--- src/rtl/hub75_rx_pkg.sv ---
// Shared definitions for the HUB75 receiver: FSM encoding, field widths,
// error flag positions and the plane-advance rule applied at each latch.
package hub75_rx_pkg;

  typedef enum logic [1:0] {
    ST_IDLE  = 2'd0,
    ST_SHIFT = 2'd1,
    ST_HOLD  = 2'd2
  } rx_state_e;

  localparam int ROW_W   = 5;
  localparam int COL_W   = 6;
  localparam int LEN_W   = 7;
  localparam int PLANE_W = 2;
  localparam int RGB_W   = 3;
  localparam int ADDR_W  = ROW_W + COL_W;
  localparam int DATA_W  = 2 * RGB_W;
  localparam int ERR_W   = 2;

  localparam int ERR_OVERFLOW = 0;
  localparam int ERR_LENGTH   = 1;

  localparam logic [ROW_W-1:0]   LAST_ROW   = '1;
  localparam logic [PLANE_W-1:0] LAST_PLANE = '1;

  // Re-latching the same row advances the PWM plane; a new row restarts at plane 0.
  function automatic logic [PLANE_W-1:0] nextPlane(
    input logic [ROW_W-1:0]   newRow,
    input logic [ROW_W-1:0]   curRow,
    input logic [PLANE_W-1:0] curPlane
  );
    if (newRow == curRow) begin
      return curPlane + 1'b1;
    end
    return '0;
  endfunction

endpackage

--- src/rtl/hub75_sync_edge.sv ---
// One synchronizer chain for an asynchronous panel strobe, followed by a
// registered rising/falling edge detector. The edge outputs lag the last
// synchronizer stage by one register, so companion data must be delayed by
// one extra register after its own chain to stay aligned with the edge.
module hub75_sync_edge
  import hub75_rx_pkg::*;
#(
  parameter int STAGES = 2
) (
  input  logic clk_i,
  input  logic rst_ni,
  input  logic d_i,
  output logic rise_o,
  output logic fall_o
);

  logic [STAGES-1:0] chain_q;
  logic              dly_q;
  logic              rise_q;
  logic              fall_q;

  // Shift the pin through the chain and register edges against the delayed copy.
  always_ff @(posedge clk_i) begin
    if (!rst_ni) begin
      chain_q <= '0;
      dly_q   <= 1'b0;
      rise_q  <= 1'b0;
      fall_q  <= 1'b0;
    end else begin
      chain_q[0] <= d_i;
      for (int i = 1; i < STAGES; i++) begin
        chain_q[i] <= chain_q[i-1];
      end
      dly_q  <= chain_q[STAGES-1];
      rise_q <= chain_q[STAGES-1] & ~dly_q;
      fall_q <= ~chain_q[STAGES-1] & dly_q;
    end
  end

  assign rise_o = rise_q;
  assign fall_o = fall_q;

endmodule

--- src/rtl/hub75_rx.sv ---
// HUB75 panel receiver: synchronizes the panel bus into the system clock,
// turns each shift clock into a framebuffer write and each latch into a
// line-complete event carrying row, PWM plane and error status.
module hub75_rx
  import hub75_rx_pkg::*;
#(
  parameter int COLS        = 64,
  parameter int SYNC_STAGES = 2
) (
  input  logic               clk,
  input  logic               rst,
  input  logic               LP_CLK,
  input  logic               LATCH,
  input  logic [ROW_W-1:0]   ROW,
  input  logic [RGB_W-1:0]   RGB0,
  input  logic [RGB_W-1:0]   RGB1,
  output logic               wr_en,
  output logic [ADDR_W-1:0]  wr_addr,
  output logic [DATA_W-1:0]  wr_data,
  output logic [PLANE_W-1:0] wr_plane,
  output logic               line_done,
  output logic [LEN_W-1:0]   line_len,
  output logic               frame_done,
  output logic [ERR_W-1:0]   err
);

  localparam int BUS_W = ROW_W + DATA_W;
  localparam logic [LEN_W-1:0] COLS_L = LEN_W'(COLS);

  logic lpRise;
  logic latchRise;
  logic latchFall;

  logic [BUS_W-1:0] busPin;
  logic [BUS_W-1:0] busSync_q [SYNC_STAGES];
  logic [BUS_W-1:0] busAl_q;
  logic [ROW_W-1:0] rowAl;
  logic [DATA_W-1:0] rgbAl;

  rx_state_e           state_q;
  logic [LEN_W-1:0]    colCnt_q;
  logic [LEN_W-1:0]    colCnt_d;
  logic [ROW_W-1:0]    rowCur_q;
  logic [PLANE_W-1:0]  planeCur_q;
  logic [PLANE_W-1:0]  planeCur_d;
  logic                writeHit;
  logic                overflowHit;

  logic                wrEn_q;
  logic [ADDR_W-1:0]   wrAddr_q;
  logic [DATA_W-1:0]   wrData_q;
  logic [PLANE_W-1:0]  wrPlane_q;
  logic                lineDone_q;
  logic [LEN_W-1:0]    lineLen_q;
  logic                frameDone_q;
  logic [ERR_W-1:0]    err_q;

  hub75_sync_edge #(.STAGES(SYNC_STAGES)) uLpClkSync (
    .clk_i  (clk),
    .rst_ni (rst),
    .d_i    (LP_CLK),
    .rise_o (lpRise),
    .fall_o ()
  );

  hub75_sync_edge #(.STAGES(SYNC_STAGES)) uLatchSync (
    .clk_i  (clk),
    .rst_ni (rst),
    .d_i    (LATCH),
    .rise_o (latchRise),
    .fall_o (latchFall)
  );

  assign busPin = {ROW, RGB0, RGB1};

  // Row and pixel bits take the same chain length plus one alignment register as the edge path.
  always_ff @(posedge clk) begin
    if (!rst) begin
      for (int i = 0; i < SYNC_STAGES; i++) begin
        busSync_q[i] <= '0;
      end
      busAl_q <= '0;
    end else begin
      busSync_q[0] <= busPin;
      for (int i = 1; i < SYNC_STAGES; i++) begin
        busSync_q[i] <= busSync_q[i-1];
      end
      busAl_q <= busSync_q[SYNC_STAGES-1];
    end
  end

  assign rowAl = busAl_q[BUS_W-1 -: ROW_W];
  assign rgbAl = busAl_q[DATA_W-1:0];

  // Resolve this cycle's shift edge first so a coinciding latch sees the updated column count.
  always_comb begin
    writeHit    = 1'b0;
    overflowHit = 1'b0;
    colCnt_d    = colCnt_q;
    if ((state_q == ST_SHIFT) && lpRise) begin
      if (colCnt_q < COLS_L) begin
        writeHit = 1'b1;
        colCnt_d = colCnt_q + 1'b1;
      end else begin
        overflowHit = 1'b1;
      end
    end
    planeCur_d = nextPlane(rowAl, rowCur_q, planeCur_q);
  end

  // Line FSM with registered write, line and frame outputs.
  always_ff @(posedge clk) begin
    if (!rst) begin
      state_q     <= ST_IDLE;
      colCnt_q    <= '0;
      rowCur_q    <= '0;
      planeCur_q  <= '0;
      wrEn_q      <= 1'b0;
      wrAddr_q    <= '0;
      wrData_q    <= '0;
      wrPlane_q   <= '0;
      lineDone_q  <= 1'b0;
      lineLen_q   <= '0;
      frameDone_q <= 1'b0;
      err_q       <= '0;
    end else begin
      wrEn_q      <= 1'b0;
      lineDone_q  <= 1'b0;
      frameDone_q <= 1'b0;
      case (state_q)
        ST_IDLE: begin
          if (latchFall) begin
            state_q  <= ST_SHIFT;
            colCnt_q <= '0;
          end
        end
        ST_SHIFT: begin
          if (writeHit) begin
            wrEn_q    <= 1'b1;
            wrAddr_q  <= {rowCur_q, colCnt_q[COL_W-1:0]};
            wrData_q  <= rgbAl;
            wrPlane_q <= planeCur_q;
          end
          if (overflowHit) begin
            err_q[ERR_OVERFLOW] <= 1'b1;
          end
          colCnt_q <= colCnt_d;
          if (latchRise) begin
            lineDone_q  <= 1'b1;
            lineLen_q   <= colCnt_d;
            if (colCnt_d != COLS_L) begin
              err_q[ERR_LENGTH] <= 1'b1;
            end
            rowCur_q    <= rowAl;
            planeCur_q  <= planeCur_d;
            frameDone_q <= (rowAl == LAST_ROW) && (planeCur_d == LAST_PLANE);
            state_q     <= ST_HOLD;
          end
        end
        ST_HOLD: begin
          if (latchFall) begin
            state_q  <= ST_SHIFT;
            colCnt_q <= '0;
          end
        end
        default: begin
          state_q <= ST_IDLE;
        end
      endcase
    end
  end

  assign wr_en      = wrEn_q;
  assign wr_addr    = wrAddr_q;
  assign wr_data    = wrData_q;
  assign wr_plane   = wrPlane_q;
  assign line_done  = lineDone_q;
  assign line_len   = lineLen_q;
  assign frame_done = frameDone_q;
  assign err        = err_q;

endmodule
--- config.mk ---
export PLATFORM = sky130hd
export DESIGN_NAME = hub75_rx
export DESIGN_NICKNAME = d
export VERILOG_FILES = /design/src/rtl/hub75_rx_pkg.sv /design/src/rtl/hub75_sync_edge.sv /design/src/rtl/hub75_rx.sv
export SDC_FILE = /design/constraint.sdc
export NUM_CORES = 1
export LEC_CHECK = 0
export BUFFER_PORTS_ARGS = -buffer_cell sky130_fd_sc_hd__buf_4
export CAP_MARGIN = 20
export CORE_ASPECT_RATIO = 1.75
export CORE_MARGIN = 10
export CORE_UTILIZATION = 55
export DETAILED_ROUTE_END_ITERATION = 8
export PLACE_DENSITY = 0.75
export SLEW_MARGIN = 15
export SYNTH_ARGS = -nofsm -noshare
export SYNTH_HDL_FRONTEND = slang
export SYNTH_HIERARCHICAL = 1
export SYNTH_SLANG_ARGS = --single-unit
export TNS_END_PERCENT = 1
--- constraint.sdc ---
create_clock -name clk -period 2.8 [get_ports clk]
set_input_delay 0.28 -clock clk [delete_from_list [all_inputs] [get_ports clk]]
set_output_delay 0.28 -clock clk [all_outputs]
set_load 0.005 [all_outputs]
==> metrics.md, run 1 <==
| Metric | Value |
|---|---|
| Resized Gates After CTS | `0` |
| Die footprint | `9030 sq um` |
| Clk Latency, worst-skew pair | `0.35 ns` |
| Max Root-Sink Buffers | `2` |
| GRT overflow | `0` |
| Final hold violations | `0` |
| Tcrit/Tclk final | `69.4%` |
| CTS Hold Bufs | `0` |
| Num CTS Buffers | `9` |
| Initial antenna violation count | `0` |
| Dpl hpwl | `3.98 mm` |
| Slew @ Worst Pin | `0.639 ns` |
| # IOs | `46` |
| Multi-input gate area | `1180 sq um` |
| RSZ-0062 raised after global routing | `no` |
| Most frequent cells in the layout | `89 x dfxtp_1, 58 x nand2_1, 50 x buf_4` |
| Post-DP Area | `3450 sq um` |
| NetSw | `489 uW` |
| Total global-route track usage | `13.0%` |
| Die width | `76.3 microns` |
| Clk network pwr share | `39.3%` |
| Total clock sinks | `89` |
| Max-cap violations | `0` |
| Max VDD drop | `406 uV` |
| Largest net degree at the start of global routing | `55` |
| Final Skew | `0.0114 ns` |
| Switching Fraction | `21.9%` |
| Lkg Pwr | `0.00143 uW` |
| Rows | `35` |
| Placer Congestion | `0.835` |
| Gate Count Post-Synth | `319` |
| Worst setup SP type | `register` |
| Fin crit period | `1.94 ns` |
| Die height | `118 microns` |
| # port buffers | `45` |
| First-pass GRT wire length | `9.78 mm` |
| Final setup viols | `0` |
| Wirelength, routed | `5.83 mm` |
| CORE AREA | `5340 sq um` |
| ANT nets after route | `0` |
| Drt initial violations | `163` |
| Gate power share | `2.5%` |
| Setup bufs post-CTS | `0` |
| Worst hold slack | `0.129 ns` |
| H-tree depth | `3` |
| FILL cells | `455` |
| Final max-slew violation count | `0` |
| Layout area overhead | `19.9%` |
| Routed len/inst | `13.3 microns` |
| CP Class | `reg -> reg` |
| CTS tree | `yes` |
| Sequential cell area | `1780 sq um` |
| Drt pass-1 iters | `4` |
| Max-slew headroom | `57.4%` |
| Critical path endpoint category | `register` |
| Residual DRC | `0` |
| Max Freq | `0.514 GHz` |
| Power Dens Cells | `610 nW/um^2` |
| Average size of a mapped cell | `9.55 sq um` |
| Arr. time, crit path | `2.15 ns` |
| Mapped Area | `3050 sq um` |
| P_int | `1740 uW` |
| Most common cell after layout, fill and taps aside | `dfxtp_1` |
| Nets@finish | `376` |
| Total Power | `2230 uW` |
| ANT cells | `0` |
| Clock root buffer master | `clkbuf_8` |
| Final Util | `68.4%` |
| Finished Cell Area | `3650 sq um` |
| Outcome | `finished, final reports clean` |
| Mean number of vias per cell | `5.06` |
| Sequential Power Share | `58.2%` |
| Number of global-route vias before repair | `2098` |
| Ratio of cells with drive above 1 in the final layout | `21.4%` |
| Fin Setup TNS | `0 ns` |
| HP Class | `in -> reg` |
| Initial core utilization | `57.0%` |
| CP required | `3.01 ns` |
| Net Count, Synth | `335` |
| YS warnings | `6` |
| Crit-path max FO | `25` |
| Total vias in the final route | `2223` |
| Clock slew at reported path FFs | `0.09 ns` |
[power groups by stage]
stage	Clock (uW)	Combinational [uW]	Sequential, uW
2_1_floorplan	0	34.2	1320
3_3_place_gp	0	56.6	1330
3_5_place_dp	0	57.8	1330
4_1_cts	895	58.0	1300
5_1_grt	950	64.2	1300
6_report	875	56.6	1300
[metal layers]
| metal | up-vias | share of wire, % | track usage [%] |
|---|---|---|---|
| met1 | 1025 | 41 | 13.5 |
| met3 | 14 | 5.3 | 4.17 |
| met5 | - | 0 | 0 |
| li1 | 1136 | - | - |
| met2 | 48 | 51 | 22.6 |
| met4 | 0 | 2.4 | 7.13 |
[area by class of cell]
type	instances	area share, %
Tap cell	74	2.54
Clock buffer	9	3.39
Sequential cell	89	48.8
Inverter	6	0.617
Clock inverter	7	2.16
Multi-Input combinational cell	204	32.2
Timing Repair Buffer	50	10.3
[final timing paths]
path,start,end,slack [ns],cells after the start
hold reg to reg,busSync_q[1][4],busAl_q[4],0.43,1
hold / removal,ROW[4],busSync_q[0][10],0.13,2
setup / recovery,state_q[0],line_len[5],0.86,5
setup reg to reg,state_q[0],line_len[5],0.86,5
[worst max-delay path: stages, from the launching register on]
cell,delay (ns)
dfxtp_1,0.55
nand4bb_1,0.15
buf_4,0.24
or4_4,0.55
xnor2_2,0.19
a21oi_1,0.11
[stage by stage]
stage / std cells / setup WS, ns
6_report: 439 / 0.856
2_1_floorplan: 319 / 1.25
3_3_place_gp: 423 / 0.980
3_5_place_dp: 423 / 0.936
4_1_cts: 439 / 0.864
5_1_grt: 439 / 0.740
[sequential cells by signal (all words and copies together), names as in the netlist, 5 cells and up]
| signal | count |
|---|---|
| rowCur_q | 5 |
| wr_addr | 11 |
| wr_data | 6 |
| line_len | 7 |
| busSync_q | 22 |
| colCnt_q | 7 |
| busAl_q | 11 |
(Power assumes the default switching activity.)
==> run 2, diff against run 1 <==
==> constraint.sdc (replaced) <==
create_clock -name clk -period 1.92 [get_ports clk]
set_input_delay 0.192 -clock clk [delete_from_list [all_inputs] [get_ports clk]]
set_output_delay 0.192 -clock clk [all_outputs]
set_load 0.005 [all_outputs]
==> run 2 against run 1 <==
  * Clock-buffer cell count is the same
  * Fmax grew 18%
  * Critical path type unchanged
  * Design area is essentially flat
  * Flip-flop and latch count is the same
  * Core utilization is essentially flat
  * Routed wire length shrank 0.22%
  * Largest cell class unchanged
  * Clock power grew 36%
  * Clock skew shrank 0.0022 ns
  * Register-to-register slack lost 0.58 ns
  * Largest power group unchanged
  * Non-clock buffer count grew 3
==> metrics.md, run 2 (same netlist as run 1, synthesis figures left out) <==
| Metric | Value |
|---|---|
| Outcome | `finished, final reports clean (unchanged)` |
| Total clock sinks | `89 (unchanged)` |
| Num CTS Buffers | `9 (unchanged)` |
| Placer Congestion | `0.802 (was 0.835)` |
| Most frequent cells in the layout | `89 x dfxtp_1, 58 x nand2_1, 53 x buf_4 (was 89 x dfxtp_1, 58 x nand2_1, 50 x buf_4)` |
| RSZ-0062 raised after global routing | `no (unchanged)` |
| Crit-path max cell delay | `0.49 ns (was 0.55 ns)` |
| CORE AREA | `5340 sq um (unchanged)` |
| Total Power | `3160 uW (was 2230 uW)` |
| Drt pass-1 iters | `5 (was 4)` |
| CTS tree | `yes (unchanged)` |
| Max Root-Sink Buffers | `2 (unchanged)` |
| Residual DRC | `0 (unchanged)` |
| Drt initial violations | `160 (was 163)` |
| FF-to-FF End | `err[1] (was line_len[5])` |
| Max VDD drop | `611 uV (was 406 uV)` |
| # port buffers | `45 (unchanged)` |
| Max Freq | `0.609 GHz (was 0.514 GHz)` |
| R2R Setup Slk | `0.28 ns (was 0.86 ns)` |
| Nets@finish | `379 (was 376)` |
| Largest net degree at the start of global routing | `38 (was 55)` |
| Inst Count DP | `426 (was 423)` |
| Max-slew headroom | `73.6% (was 57.4%)` |
| Final hold violations | `0 (unchanged)` |
| Finished Cell Area | `3650 sq um (about the same)` |
| Routed len/inst | `13.2 microns (was 13.3 microns)` |
| Total vias in the final route | `2211 (was 2223)` |
| Die width | `76.3 microns (unchanged)` |
| Fin Setup TNS | `0 ns (unchanged)` |
| Power Dens Cells | `865 nW/um^2 (was 610 nW/um^2)` |
| WHS Path Cells | `2 (unchanged)` |
| Clk Latency, worst-skew pair | `0.35 ns (about the same)` |
| Ratio of cells with drive above 1 in the final layout | `22.0% (was 21.4%)` |
| Die height | `118 microns (unchanged)` |
| Gate power share | `2.7% (was 2.5%)` |
| Total global-route track usage | `13.3% (was 13.0%)` |
| Initial antenna violation count | `0 (unchanged)` |
| CTS Hold Bufs | `0 (unchanged)` |
| Clock slew at reported path FFs | `0.09 ns (about the same)` |
| Fin crit period | `1.64 ns (was 1.94 ns)` |
| CP Class | `reg -> reg (unchanged)` |
| Rows | `35 (unchanged)` |
| Most common cell after layout, fill and taps aside | `dfxtp_1 (unchanged)` |
| Die footprint | `9030 sq um (unchanged)` |
| Setup bufs post-CTS | `0 (unchanged)` |
| Final Skew | `0.00918 ns (was 0.0114 ns)` |
| Critical path's top delay family | `compound AO/OA/AOI/OAI gates (was simple AND/OR/NAND/NOR gates)` |
| Final setup viols | `0 (unchanged)` |
| RR Startpoint | `colCnt_q[0] (was state_q[0])` |
| Sequential Power Share | `59.8% (was 58.2%)` |
| Hold-critical path endpoint | `busSync_q[0][0] (was busSync_q[0][10])` |
| H-tree depth | `3 (unchanged)` |
| Max-cap violations | `0 (unchanged)` |
| CP required | `2.15 ns (was 3.01 ns)` |
| Clock root buffer master | `clkbuf_8 (unchanged)` |
| HP Class | `in -> reg (unchanged)` |
| FILL cells | `451 (was 455)` |
| Dpl hpwl | `3.99 mm (was 3.98 mm)` |
| Clk network pwr share | `37.5% (was 39.3%)` |
| First-pass GRT wire length | `9.87 mm (was 9.78 mm)` |
| Resized Gates After CTS | `0 (unchanged)` |
| Worst setup SP type | `register (unchanged)` |
| Post-DP Area | `3470 sq um (was 3450 sq um)` |
| Final max-slew violation count | `0 (unchanged)` |
| NetSw | `743 uW (was 489 uW)` |
| Mean number of vias per cell | `5.00 (was 5.06)` |
| # IOs | `46 (unchanged)` |
| Cell-by-cell trace of the critical path | `ha_1 -> nand4b_1 -> o41a_1 -> a211oi_1 -> a31oi_1 (was nand4bb_1 -> buf_4 -> or4_4 -> xnor2_2 -> a21oi_1)` |
| Arr. time, crit path | `1.88 ns (was 2.15 ns)` |
| Slew @ Worst Pin | `0.396 ns (was 0.639 ns)` |
| ANT nets after route | `0 (unchanged)` |
| Lkg Pwr | `0.00144 uW (was 0.00143 uW)` |
| Initial core utilization | `57.0% (unchanged)` |
| Worst Reg-to-Reg Cells | `5 (unchanged)` |
| Critical path's slowest cell | `dfxtp_1 (unchanged)` |
| Switching Fraction | `23.5% (was 21.9%)` |
| ANT cells | `0 (unchanged)` |
| Critical path endpoint category | `register (unchanged)` |
| Critical path buffers and inverters | `0 (was 1)` |
| Post-Layout Cell Count | `442 (was 439)` |
| Worst hold slack | `0.0353 ns (was 0.129 ns)` |
| Hold Path Origin | `RGB1[0] (was ROW[4])` |
| GRT overflow | `0 (unchanged)` |
| Tcrit/Tclk final | `85.6% (was 69.4%)` |
| Most flop-heavy register | `busSync_q (unchanged)` |
| Crit-path max FO | `10 (was 25)` |
| Number of flip-flops under the largest register name | `22 (unchanged)` |
| CP startpoint | `colCnt_q[0] (was state_q[0])` |
| Wirelength, routed | `5.81 mm (was 5.83 mm)` |
| Layout area overhead | `20.0% (was 19.9%)` |
| Number of global-route vias before repair | `2140 (was 2098)` |
| P_int | `2420 uW (was 1740 uW)` |
==> run 2: changes by cell type in the layout (fill, tap and decap cells not counted) <==
cell / change
buf_4: +3
inv_6: +3
clkinv_4: -1
bufinv_16: -1
clkinvlp_4: -1
==> run 2: how the worst max path moves through the flow <==
stage / slack (ns) / end / depth (start not counted)
global route: 0.15 / err[1] / 5
detailed placement: 0.29 / err[1] / 5
global placement: 0.34 / err[1] / 5
CTS: 0.26 / colCnt_q[2] / 5
floorplan: 0.37 / err[1] / 5
finish: 0.28 / err[1] / 5
==> run 2: layout make-up <==
type | instances | area [sq um] | area share [%]
clock buffers | 9 | 124 | 3.39
clock inverters | 7 | 58.8 | 1.61
inverters | 6 | 22.5 | 0.616
multi-input cells | 204 | 1180 | 32.2
flip-flops and latches | 89 | 1780 | 48.8
well taps | 74 | 92.6 | 2.53
repair buffers | 53 | 398 | 10.9
==> run 2: per-stage QoR <==
step	setup WS [ns]	utilization (%)
2_1_floorplan	0.372	-
3_3_place_gp	0.345	65.0
3_5_place_dp	0.288	65.0
4_1_cts	0.263	68.4
5_1_grt	0.153	68.4
6_report	0.277	68.4
==> run 2: metal layers <==
metal	wire [microns]	vias up	track usage (%)
met5	0	-	0
met4	99	0	6.31
met3	322	7	5.46
met2	2980	42	23.2
met1	2410	1022	13.3
li1	-	1140	-
==> run 2: power by group through the flow <==
stage	clock network (uW)	registers [uW]	logic, uW
detailed placement	0	1930	85.6
finish	1190	1890	84.6
CTS	1220	1890	85.8
floorplan	0	1930	49.9
global placement	0	1930	84.0
global route	1300	1890	95.7
==> run 3, diff against run 2 <==
--- a/config.mk
+++ b/config.mk
@@ -12,7 +12,7 @@
 export CORE_UTILIZATION = 55
 export DETAILED_ROUTE_END_ITERATION = 8
 export PLACE_DENSITY = 0.75
-export SLEW_MARGIN = 15
+export SLEW_MARGIN = 10
 export SYNTH_ARGS = -nofsm -noshare
 export SYNTH_HDL_FRONTEND = slang
 export SYNTH_HIERARCHICAL = 1
==> constraint.sdc (replaced) <==
create_clock -name clk -period 1.92 [get_ports clk]
set_input_delay 0.096 -clock clk [delete_from_list [all_inputs] [get_ports clk]]
set_output_delay 0.096 -clock clk [all_outputs]
set_load 0.005 [all_outputs]
==> run 3 against run 2 <==
  * Clock power is 11% higher
  * Power is 4.9% higher
  * First-iteration DRC count is 32% higher
  * Critical endpoint unchanged
  * Highest routed layer unchanged
==> metrics.md, run 3 (same netlist as run 1, synthesis figures left out) <==
| Metric | Value |
|---|---|
| H-tree depth | `3 (unchanged)` |
| Critical path endpoint category | `register (unchanged)` |
| GRT overflow | `0 (unchanged)` |
| FF-to-FF End | `err[1] (unchanged)` |
| NetSw | `726 uW (was 743 uW)` |
| Num CTS Buffers | `9 (unchanged)` |
| Lkg Pwr | `0.00150 uW (was 0.00144 uW)` |
| Dpl hpwl | `3.93 mm (was 3.99 mm)` |
| Die footprint | `9030 sq um (unchanged)` |
| Post-Layout Cell Count | `454 (was 442)` |
| ANT cells | `0 (unchanged)` |
| Ratio of cells with drive above 1 in the final layout | `21.1% (was 22.0%)` |
| Mean number of vias per cell | `5.04 (was 5.00)` |
| Final max-slew violation count | `0 (unchanged)` |
| Final hold violations | `0 (unchanged)` |
| Slew @ Worst Pin | `0.416 ns (was 0.396 ns)` |
| P_int | `2590 uW (was 2420 uW)` |
| CP required | `2.15 ns (about the same)` |
| Crit-path max FO | `10 (unchanged)` |
| Final Skew | `0.00775 ns (was 0.00918 ns)` |
| Most frequent cells in the layout | `89 x dfxtp_1, 58 x nand2_1, 52 x buf_4 (was 89 x dfxtp_1, 58 x nand2_1, 53 x buf_4)` |
| Outcome | `finished, final reports clean (unchanged)` |
| Max VDD drop | `727 uV (was 611 uV)` |
| Routed len/inst | `13.4 microns (was 13.2 microns)` |
| Drt pass-1 iters | `4 (was 5)` |
| Die height | `118 microns (unchanged)` |
| Largest net degree at the start of global routing | `56 (was 38)` |
| Layout area overhead | `24.9% (was 20.0%)` |
| Final setup viols | `0 (unchanged)` |
| # port buffers | `45 (unchanged)` |
| Drt initial violations | `211 (was 160)` |
| Total global-route track usage | `14.1% (was 13.3%)` |
| Total vias in the final route | `2290 (was 2211)` |
| Resized Gates After CTS | `0 (unchanged)` |
| Clk Latency, worst-skew pair | `0.35 ns (about the same)` |
| Clock root buffer master | `clkbuf_8 (unchanged)` |
| CTS tree | `yes (unchanged)` |
| HP Class | `in -> reg (unchanged)` |
| CP startpoint | `colCnt_q[0] (unchanged)` |
| Nets@finish | `391 (was 379)` |
| Clk network pwr share | `39.9% (was 37.5%)` |
| Number of global-route vias before repair | `2324 (was 2140)` |
| Placer Congestion | `0.793 (was 0.802)` |
| Most common cell after layout, fill and taps aside | `dfxtp_1 (unchanged)` |
| CP Class | `reg -> reg (unchanged)` |
| Worst setup SP type | `register (unchanged)` |
| Setup crit end | `err[1] (unchanged)` |
| Clock slew at reported path FFs | `0.09 ns (about the same)` |
| # IOs | `46 (unchanged)` |
| Tcrit/Tclk final | `86.3% (was 85.6%)` |
| ANT nets after route | `0 (unchanged)` |
| Max-slew headroom | `72.3% (was 73.6%)` |
| Max Root-Sink Buffers | `2 (unchanged)` |
| Residual DRC | `0 (unchanged)` |
| First-pass GRT wire length | `10.5 mm (was 9.87 mm)` |
| RR Startpoint | `colCnt_q[0] (unchanged)` |
| Gate power share | `3.2% (was 2.7%)` |
| Max-cap violations | `0 (unchanged)` |
| Switching Fraction | `21.9% (was 23.5%)` |
| R2R Setup Slk | `0.26 ns (was 0.28 ns)` |
| Hold Path Origin | `rst (was RGB1[0])` |
| CORE AREA | `5340 sq um (unchanged)` |
| Fin Setup TNS | `0 ns (unchanged)` |
| Initial antenna violation count | `0 (unchanged)` |
| Worst Reg-to-Reg Cells | `5 (unchanged)` |
| Number of flip-flops under the largest register name | `22 (unchanged)` |
| Die width | `76.3 microns (unchanged)` |
| Initial core utilization | `57.0% (unchanged)` |
| Sequential Power Share | `57.0% (was 59.8%)` |
| Power Dens Cells | `872 nW/um^2 (was 865 nW/um^2)` |
| Inst Count DP | `425 (was 426)` |
| Rows | `35 (unchanged)` |
| Most flop-heavy register | `busSync_q (unchanged)` |
| Arr. time, crit path | `1.89 ns (was 1.88 ns)` |
| RSZ-0062 raised after global routing | `no (unchanged)` |
| Wirelength, routed | `6.06 mm (was 5.81 mm)` |
| Fin crit period | `1.66 ns (was 1.64 ns)` |
| Total clock sinks | `89 (unchanged)` |
| Max Freq | `0.604 GHz (was 0.609 GHz)` |
run 3: changes by cell type in the layout (fill, tap and decap cells not counted), sizes merged:
cell | previous run | this run
dlygate4sd3 | 0 | 13
inv | 10 | 8
buf | 53 | 52
bufinv | 0 | 1
clkbuf | 9 | 10
run 3: area by class of cell:
cell class | count | area (sq um)
clock buffers | 10 | 138
inverters | 6 | 22.5
repair buffers | 65 | 520
clock inverters | 6 | 72.6
well taps | 74 | 92.6
multi-input cells | 204 | 1180
flip-flops and latches | 89 | 1780
fillers | 427 | 1540
run 3: critical path: stages, from the launching register on:
cell	delay, ns
dfxtp_1	0.51
ha_1	0.21
nand4b_1	0.14
o41a_1	0.38
a211oi_1	0.20
a31oi_1	0.11
run 3: stage by stage:
step                      worst slack (ns)  area, sq um  total power (uW)  hold WS (ns)  util [%]
after floorplan                      0.372         3050              1980         0.223         -
after global placement               0.343         3460              2010         0.303      64.8
after global routing                 0.128         3800              3450         0.239      71.2
after CTS                            0.260         3800              3350         0.196      71.2
after detailed placement             0.285         3460              2020         0.308      64.8
final                                0.263         3800              3320         0.203      71.2
run 3: power by group through the flow:
stage / logic, uW / registers [uW] / clock network [uW]
final: 105 / 1890 / 1320
after global routing: 118 / 1890 / 1430
after CTS: 106 / 1890 / 1350
after detailed placement: 84.3 / 1930 / 0
after global placement: 82.2 / 1930 / 0
after floorplan: 49.9 / 1930 / 0
run 3: repair_timing:
item,CTS,global route
hold buffers,13,0
hold endpoints to repair,13,0
buffers inserted,0,0
endpoints found under the setup margin,0,0
run 3: worst min-delay path by stage:
| stage | slack, ns | to | cells past startpoint |
|---|---|---|---|
| finish | 0.20 | line_len[4] | 3 |
| floorplan | 0.22 | busSync_q[0][0] | 1 |
| global route | 0.24 | busSync_q[0][10] | 2 |
| global placement | 0.30 | busSync_q[0][2] | 2 |
| detailed placement | 0.31 | busSync_q[0][5] | 2 |
| CTS | 0.20 | line_len[4] | 3 |
run 3: metal layers:
layer | track usage, % | wire length [microns] | up-vias
li1 | - | - | 1162
met1 | 14.5 | 2490 | 1062
met2 | 25.1 | 3150 | 54
met3 | 3.95 | 282 | 12
met4 | 7.59 | 140 | 0
met5 | 0 | 0 | -
